===== src/rtl/ecc_scrubber.sv =====
// Background scrubber for Hamming-ECC (SEC-DED) protected memories.
// Walks addresses 0..DEPTH-1 of the memory's spare port and decodes each
// codeword. Single-bit errors are re-encoded and written back. Double-bit
// errors are counted and reported with their address; they are not written.
//
// Codeword layout: Hamming positions 1..CW-1 hold check bits at powers of two
// and data bits, LSB first, in the remaining positions. The overall parity bit
// P0 covers every other bit. With P0_LSB=1, P0 sits at bit 0 and Hamming
// position p at bit p. With P0_LSB=0, P0 sits at bit CW-1 and position p at
// bit p-1.
module ecc_scrubber #(
    parameter int K      = 72,
    parameter int P0_LSB = 0,
    parameter int AW     = 10,
    parameter int DEPTH  = 1024,
    parameter int CNT_W  = 16,
    // Smallest m with 2**m >= m+K+1, written out for K up to 1013.
    localparam int M  = (K <= 1)   ? 2 : (K <= 4)   ? 3 : (K <= 11)  ? 4 :
                        (K <= 26)  ? 5 : (K <= 57)  ? 6 : (K <= 120) ? 7 :
                        (K <= 247) ? 8 : (K <= 502) ? 9 : 10,
    localparam int CW = M + K + 1
) (
    input  logic          clk_i,
    input  logic          rst_ni,
    input  logic          start_i,
    input  logic          abort_i,
    output logic          busy_o,
    output logic          done_o,
    output logic          mem_req_o,
    output logic          mem_we_o,
    output logic [AW-1:0] mem_addr_o,
    output logic [CW-1:0] mem_d_o,
    input  logic          mem_ack_i,
    input  logic [CW-1:0] mem_q_i,
    output logic [CNT_W-1:0] sb_cnt_o,
    output logic [CNT_W-1:0] db_cnt_o,
    output logic          db_err_o,
    output logic [AW-1:0] db_addr_o
);

    typedef enum logic [1:0] {IDLE, READ, CHECK, WRITE} state_t;

    // Hamming-space vector (bit 0 = P0) for a data word.
    function automatic logic [CW-1:0] ham_encode(input logic [K-1:0] d);
        logic [CW-1:0] h;
        logic          b;
        int            di;
        h  = '0;
        di = 0;
        for (int p = 1; p < CW; p++) begin
            if ((p & (p - 1)) != 0) begin
                h[p] = d[di];
                di++;
            end
        end
        for (int j = 0; j < M; j++) begin
            b = 1'b0;
            for (int p = 1; p < CW; p++) begin
                if ((((p >> j) & 1) != 0) && ((p & (p - 1)) != 0)) b = b ^ h[p];
            end
            h[1 << j] = b;
        end
        h[0] = ^h[CW-1:1];
        return h;
    endfunction

    // Map between Hamming space and the stored bit order.
    function automatic logic [CW-1:0] to_cw(input logic [CW-1:0] h);
        if (P0_LSB != 0) return h;
        return {h[0], h[CW-1:1]};
    endfunction

    function automatic logic [CW-1:0] from_cw(input logic [CW-1:0] c);
        if (P0_LSB != 0) return c;
        return {c[CW-2:0], c[CW-1]};
    endfunction

    state_t        state, state_n;
    logic [AW-1:0] ptr;
    logic [CW-1:0] q_reg;
    logic          abort_q, abort_pend;
    logic          clear, capture, sb_hit, db_hit, adv, step, finish;

    logic [CW-1:0] ham, corr, enc_word;
    logic [M-1:0]  syn;
    logic          par, dec_sb, dec_db;
    logic [K-1:0]  dec_data;

    assign busy_o     = (state != IDLE);
    assign mem_addr_o = ptr;

    // Decode the captured word and re-encode the corrected data.
    always_comb begin
        // NOTE: every output of a combinational block gets a default first so
        // no path through the case/if tree can leave it unassigned (latch).
        ham      = from_cw(q_reg);
        syn      = '0;
        dec_sb   = 1'b0;
        dec_db   = 1'b0;
        dec_data = '0;
        for (int p = 1; p < CW; p++) begin
            if (ham[p]) syn = syn ^ M'(p);
        end
        par  = ^ham;
        corr = ham;
        if (par) begin
            if (syn == '0) begin
                corr[0] = ~ham[0];
                dec_sb  = 1'b1;
            end else if (int'(syn) < CW) begin
                corr[syn] = ~ham[syn];
                dec_sb    = 1'b1;
            end else begin
                dec_db = 1'b1;
            end
        end else if (syn != '0) begin
            dec_db = 1'b1;
        end
        begin : extract
            int di;
            di = 0;
            for (int p = 1; p < CW; p++) begin
                if ((p & (p - 1)) != 0) begin
                    dec_data[di] = corr[p];
                    di++;
                end
            end
        end
        enc_word = to_cw(ham_encode(dec_data));
    end

    // Next-state logic and memory request outputs.
    always_comb begin
        state_n    = state;
        mem_req_o  = 1'b0;
        mem_we_o   = 1'b0;
        clear      = 1'b0;
        capture    = 1'b0;
        sb_hit     = 1'b0;
        db_hit     = 1'b0;
        adv        = 1'b0;
        step       = 1'b0;
        finish     = 1'b0;
        abort_pend = abort_q | abort_i;
        unique case (state)
            IDLE: begin
                if (start_i) begin
                    state_n = READ;
                    clear   = 1'b1;
                end
            end
            READ: begin
                mem_req_o = 1'b1;
                if (mem_ack_i) begin
                    capture = 1'b1;
                    state_n = CHECK;
                end else if (abort_pend) begin
                    state_n = IDLE;
                end
            end
            CHECK: begin
                if (dec_sb) begin
                    sb_hit  = 1'b1;
                    state_n = WRITE;
                end else begin
                    db_hit = dec_db;
                    adv    = 1'b1;
                end
            end
            WRITE: begin
                mem_req_o = 1'b1;
                mem_we_o  = 1'b1;
                if (mem_ack_i) adv = 1'b1;
            end
            default: state_n = IDLE;
        endcase
        // Advance: stop on abort, finish after the last word, else next read.
        if (adv) begin
            if (abort_pend) begin
                state_n = IDLE;
            end else if (ptr == AW'(DEPTH - 1)) begin
                state_n = IDLE;
                finish  = 1'b1;
            end else begin
                state_n = READ;
                step    = 1'b1;
            end
        end
    end

    // State register.
    always_ff @(posedge clk_i or negedge rst_ni) begin
        // NOTE: clocked state uses non-blocking assignments so every register
        // samples pre-edge values regardless of block ordering.
        if (!rst_ni) state <= IDLE;
        else         state <= state_n;
    end

    // Pointer, capture, write data, counters, abort latch and pulses.
    always_ff @(posedge clk_i or negedge rst_ni) begin
        if (!rst_ni) begin
            ptr       <= '0;
            q_reg     <= '0;
            mem_d_o   <= '0;
            sb_cnt_o  <= '0;
            db_cnt_o  <= '0;
            db_addr_o <= '0;
            db_err_o  <= 1'b0;
            done_o    <= 1'b0;
            abort_q   <= 1'b0;
        end else begin
            done_o   <= finish;
            db_err_o <= db_hit;
            abort_q  <= (state_n == IDLE) ? 1'b0 : abort_pend;
            if (capture) q_reg <= mem_q_i;
            if (sb_hit) begin
                mem_d_o <= enc_word;
                if (sb_cnt_o != {CNT_W{1'b1}}) sb_cnt_o <= sb_cnt_o + CNT_W'(1);
            end
            if (db_hit) begin
                db_addr_o <= ptr;
                if (db_cnt_o != {CNT_W{1'b1}}) db_cnt_o <= db_cnt_o + CNT_W'(1);
            end
            if (clear) begin
                ptr       <= '0;
                sb_cnt_o  <= '0;
                db_cnt_o  <= '0;
                db_addr_o <= '0;
            end else if (finish) begin
                ptr <= '0;
            end else if (step) begin
                ptr <= ptr + AW'(1);
            end
        end
    end

endmodule


===== config.mk =====
export PLATFORM = sky130hd
export DESIGN_NAME = ecc_scrubber
export DESIGN_NICKNAME = d
export VERILOG_FILES = /design/src/rtl/ecc_scrubber.sv
export SDC_FILE = /design/constraint.sdc
export NUM_CORES = 1
export LEC_CHECK = 0
export CAP_MARGIN = 40
export CORE_UTILIZATION = 56
export DETAILED_ROUTE_END_ITERATION = 16
export MAX_ROUTING_LAYER = met4
export PLACE_DENSITY = 0.85
export SLEW_MARGIN = 20
export SYNTH_ARGS = -nofsm -noshare
export SYNTH_HDL_FRONTEND = slang
export SYNTH_SLANG_ARGS = --single-unit

===== constraint.sdc =====
create_clock -name clk_i -period 7.2 [get_ports clk_i]
set_clock_uncertainty 0.05 [all_clocks]
set_input_delay 1.44 -clock clk_i [delete_from_list [all_inputs] [get_ports clk_i]]
set_output_delay 1.44 -clock clk_i [all_outputs]
set_load 0.05 [all_outputs]

Word level (Yosys, flattened, before mapping):

Index checks and enable logic that the tools add are counted.

* flip-flop bits (word level): 217
* bits of input ports: 85
* output and inout bits: 137
* word-level logic and storage cells: 478

* $add $sub $neg: 3
* $lt $le $gt $ge: 3
* eq/ne operators: 6
* multiplexer cells: 133
* bitwise gates (word level): 307
* reductions and logical operators: 16

Operators by type and width (count)
* bitwise XOR 1 bit: 226
* 2-to-1 mux 6 bit: 32
* 2-to-1 mux 80 bit: 2
* 2-to-1 mux 7 bit: 16
* 2-to-1 mux 16 bit: 6
* bitwise mux 80 bit: 1
* 2-to-1 mux 5 bit: 16
* XOR reduction 80 bit: 1
* 2-to-1 mux 79 bit: 1
* XOR reduction 79 bit: 1
* inverter 3 bit: 26
* inverter 4 bit: 19
* 2-to-1 mux 10 bit: 5
* inverter 2 bit: 19
* inverter 5 bit: 7
* adder 16 x 1 -> 16 bit (second input constant): 2
* 2-to-1 mux 4 bit: 8
* != test 16 bit (second input constant): 2
* 2-to-1 mux 1 bit: 30
* 2-to-1 mux 2 bit: 8
* 2-to-1 mux 3 bit: 4
* adder 10 x 1 -> 10 bit (second input constant): 1
* == test 10 bit (second input constant): 1
* nonzero test 2 bit: 5
* other kinds (20): 29

Logic depth before layout (Yosys ltp):

* word-level depth: 198
* depth in mapped cells: 27
* depth with buffers taken out: 19

Least setup slack after synthesis:

No wires, ideal clock.

* kind: register to register
* start point: reg q_reg[45]
* end point: reg mem_d_o[79]
* library setup time: 0.125 ns
* data arrival time: 5.839 ns
* required time: 7.025 ns
* path slack: 1.187 ns
* cell stages (with the launch flop): 19
* buffers on the path: 1
* period minus slack after synthesis: 6.013 ns
* path through: dfrtp_1 buf_4 xnor2_1 xnor3_1 xnor3_1 xnor3_1 xor2_1 nor3_1 a22o_1 a311oi_1 a31oi_2 or4_1 a31oi_2 xor3_2 xor3_1 xnor3_1 xnor3_1 xnor3_1 mux2_2

* word-level cells in the longest chain between the ends: 98
* elaborated cells on any way between the ends: 312
* those cells by class: 3 x order compare; 47 x mux; 258 x bitwise; 4 x reduce/logical

RTL lines
* start, declared: RTL line 80 `logic [CW-1:0] q_reg;`
* start signal, assigned: RTL line 215 `if (capture) q_reg <= mem_q_i;`
* 2-to-1 mux 6 bit: RTL line 102 `if (ham[p]) syn = syn ^ M'(p);`
* inverter 5 bit (no line)
* 2-to-1 mux 6 bit: RTL line 102
* 2-to-1 mux 6 bit / inverter 2 bit (equally long branches)
* 2-to-1 mux 6 bit: RTL line 102
* 2-to-1 mux 6 bit / inverter 3 bit (equally long branches)
* 2-to-1 mux 6 bit: RTL line 102
* 2-to-1 mux 6 bit (tied with other cells): RTL line 102
* [... 45 more ...]
* 2-to-1 mux 1 bit (implied by the code): RTL line 111 `corr[syn] = ~ham[syn];`
* demux 1 bit (select 7 bit): RTL line 111
* bitwise mux 80 bit: RTL line 111
* 2-to-1 mux 80 bit: RTL line 110 `end else if (int'(syn) < CW) begin`
* 2-to-1 mux 79 bit: RTL line 107 `if (syn == '0) begin`
* 2-to-1 mux 80 bit: RTL line 106 `if (par) begin`
* bitwise XOR 1 bit (38 in series): RTL line 59 `if ((((p >> j) & 1) != 0) && ((p & (p - 1)) != 0)) b = b ^ h[p];`
* XOR reduction 79 bit: RTL line 63 `h[0] = ^h[CW-1:1];`
* end signal, assigned: RTL line 217 `mem_d_o <= enc_word;`
* end, declared: RTL line 32 `output logic [CW-1:0] mem_d_o,`

Parallel ways exist; a longest one is shown, timed or not. The select of a mux whose other input is x is not followed.
A chain may end at the register's enable or synchronous reset.

Worst setup path in the final report:

* start point: reg q_reg[22]
* end point: reg mem_d_o[79]

* word-level cells in the longest chain between the ends: 132
* elaborated cells on any way between the ends: 356
* those cells by class: 3 x order compare; 70 x mux; 279 x bitwise; 4 x reduce/logical

RTL lines (RTL line)
* 2-to-1 mux 5 bit (2 in series): 102
* inverter 3 bit (no line) / 2-to-1 mux 5 bit (equally long branches)
* 2-to-1 mux 5 bit / inverter 3 bit (equally long branches)
* 2-to-1 mux 5 bit: 102
* inverter 4 bit (no line) / inverter 3 bit (equally long branches)
* 2-to-1 mux 5 bit: 102
* 2-to-1 mux 5 bit / inverter 4 bit (equally long branches)
* inverter 4 bit (no line) / 2-to-1 mux 5 bit (equally long branches)
* [... 78 more ...]
* 2-to-1 mux 1 bit (implied by the code): 111
* demux 1 bit (select 7 bit): 111
* bitwise mux 80 bit: 111
* 2-to-1 mux 80 bit: 110
* 2-to-1 mux 79 bit: 107
* 2-to-1 mux 80 bit: 106
* bitwise XOR 1 bit (38 in series): 59
* XOR reduction 79 bit: 63

Parallel ways exist; a longest one is shown, timed or not. The select of a mux whose other input is x is not followed.

==> out/qor.csv <==
stage;metric;value;unit
flow_run;max-cap-violations;0;
sta;finalHoldViolCount;0;
worst_setup_path;r2r_setup_slack;190;ps
worst_setup_path;cpMostUsedCell;xnor3_1;
worst_setup_path;cp.required;7570;ps
die;rows;61;
synthesis;avgSynthCellArea;9.28;sq um
worst_setup_path;cp-start-kind;register;
global_route;grt_max_degree;136;
clock_tree;cts_hold_buf;0;
synthesis;yosys.cell_types.count;82;
detailed_routing;ant_nets;0;
synthesis;synth_edf_count;0;
detailed_routing;remaining_drc_errors;0;
worst_setup_path;crit_type;reg -> reg;
worst_setup_path;slowest_delay;600;ps
clock_tree;post_cts_buffers;0;
die;die_area;28900;sq um
sta;slew_viol_final;0;
placed_design;dpl.hpwl;47.9;mm
synthesis;yosys_most_used_dff;dfrtp_1;
placed_design;port_buffers;221;
synthesis;synth_commonest_cells;nand2_1 (224), dfrtp_1 (217), xnor2_1 (178);
clock_tree;cts_sinks;217;
sta;finalSetupViolations;0;
synthesis;yosysTopAreaCellShare;0.344;
sta;fmax;143;MHz
sta;min_period_over_period;0.974;
sta;slew_headroom;0.350;
finish;fin_nets;2147;
worst_setup_path;crit_slowest_cell;xnor3_1;
hold_path;hp-class;reg -> reg;
clock_tree;clockBufferDepth;3;
worst_setup_path;crit_arrival;7380;ps
global_route;gr-usage-all-layers;0.444;
clock_tree;htreeDepth;1;
global_route;grt_pass1_wl;91.8;mm
sta;fin_crit;7010;ps
synthesis;yosysMostFrequentCell;nand2_1;
global_route;grt_pass1_vias;14866;
global_route;antenna_found_initial;1;
synthesis;synth_top_area_cell;dfrtp_1;
detailed_routing;drt_wl_total;62.8;mm
global_route;grt-ovfl-total;0;
die;fp.dieW;170;um
clock_tree;cts_buffers;23;
finish;area_delta_synth_final;30.3;%
detailed_routing;wl_per_cell;25.6;um
clock_tree;cts_tree;yes;
clock_tree;cts_root_buf;clkbuf_16;
clock_tree;insertion_delay;530;ps
worst_setup_path;crit_chain;buf_4 > xnor2_1 > xnor3_1 > xnor2_1 > xnor3_1 > nor2_2 > o211a_1 > a31oi_1 > o21ai_1 > inv_2 > nor3_4 > buf_12 > xnor2_1 > buf_4 > o22ai_1 > a22oi_1 > xnor2_1 > xnor3_1 > xnor3_1 > xnor3_1 > mux2_2;
sta;setup_ws;187;ps
worst_setup_path;crit_path_max_fanout;11;
worst_setup_path;worstSetupEndpointType;register;
die;die_h;170;um
die;start_util;0.568;
placed_design;placed_area;19800;sq um
placed_design;gp_congestion;1.04;
outcome;status;completed;
synthesis;synthCells;1702;
detailed_routing;drtIter0Drc;1956;
synthesis;synthArstFlopShare;1.00;
detailed_routing;first_pass_iters;6;
placed_design;post-place-ws;84.7;ps
finish;final_util;0.741;
synthesis;synth_seq_area_share;0.344;
die;core_area;27800;sq um
detailed_routing;via_per_inst;6.31;
synthesis;syn_area;15800;sq um
clock_tree;clk_pin_slew;60;ps
synthesis;synth.area.top_cells;dfrtp_1 (34%), xnor2_1 (9.9%), mux2_2 (5.8%), xnor3_1 (5.8%), nand2_1 (5.3%);
die;io_pins;222;
synthesis;syn_nets;1790;
detailed_routing;num_vias;15451;
synthesis;synth-seq-cells;217;
sta;worstMarginPinSlew;968;ps
finish;drive_gt1_frac;0.190;
finish;fin_area;20600;sq um
synthesis;ys_warn_count;0;
[cell type report]
cell class | count | area, sq um
multi-input cells | 1316 | 9670
fillers | 1940 | 7200
flip-flops and latches | 217 | 5430
repair buffers | 468 | 4160
clock buffers | 28 | 594
well taps | 378 | 473
clock inverters | 9 | 126
inverters | 33 | 124
diodes | 1 | 2.50
[layer usage]
layer | wire length, um | vias up | global-route usage | share of wire
met5 | 0 | - | - | 0
met3 | 5800 | 190 | 0.0719 | 0.092
li1 | - | 6685 | - | -
met1 | 24700 | 7629 | 0.564 | 0.39
met2 | 29100 | 947 | 0.700 | 0.46
met4 | 3240 | 0 | 0.198 | 0.052
[worst max-delay path: cells and delay by family, from the launching register on]
family	cells	cell delay (ps)
xor gates and xnor gates	9	3440
DFF	1	390
buffers and inverters	4	730
muxes	1	260
AOI/OAI and AO/OA	5	1230
and+or+nand+nor	2	800
[logic make-up after synthesis]
kind of cell	synth area share
DFF	0.344
muxes	0.100
adders and majority gates	0.00238
xor gates and xnor gates	0.218
buffers and inverters	0.0463
AOI/OAI and AO/OA	0.153
and+or+nand+nor	0.136
[what timing repair did]
item,4_1_cts,5_1_grt
hold endpoints to repair,0,0
resized for setup,0,3
endpoints found under the setup margin,0,1
[metrics by stage]
stage / std cells / hold slack [ps] / setup TNS [ps]
floorplan: 1702 / 468 / 0
global placement: 2408 / 408 / 0
detailed placement: 2410 / 419 / 0
CTS: 2447 / 433 / 0
global route: 2450 / 457 / -4.50
finish: 2450 / 432 / 0
[path summary, 6_finish.rpt]
kind	endpoint	cells past startpoint	from
max in group asynchronous	q_reg[56]	2	rst_ni
worst min-delay path	mem_d_o[57]	2	mem_d_o[57]
min in group asynchronous	mem_d_o[36]	1	rst_ni
worst min register to register	mem_d_o[57]	2	mem_d_o[57]
worst max-delay path	mem_d_o[79]	21	q_reg[22]
worst max register to register	mem_d_o[79]	21	q_reg[22]
[layout by cell type (no fill, tap or decap), drive strengths merged, types with 19 or more instances in the layout]
master         count
a21oi             53
a221oi            23
a22oi             19
a31oi             20
buf              247
clkbuf            29
clkdlybuf4s50    220
dfrtp            217
inv               34
mux2              83
mux2i             59
nand2            224
nand3             27
nor2             157
nor3              28
o21ai            126
o22ai             25
xnor2            182
xnor3             43
xor2              71
Power is left out: the tool's default activity adds up to more than one toggle a clock period on the data nets, which glitch-free logic cannot reach.
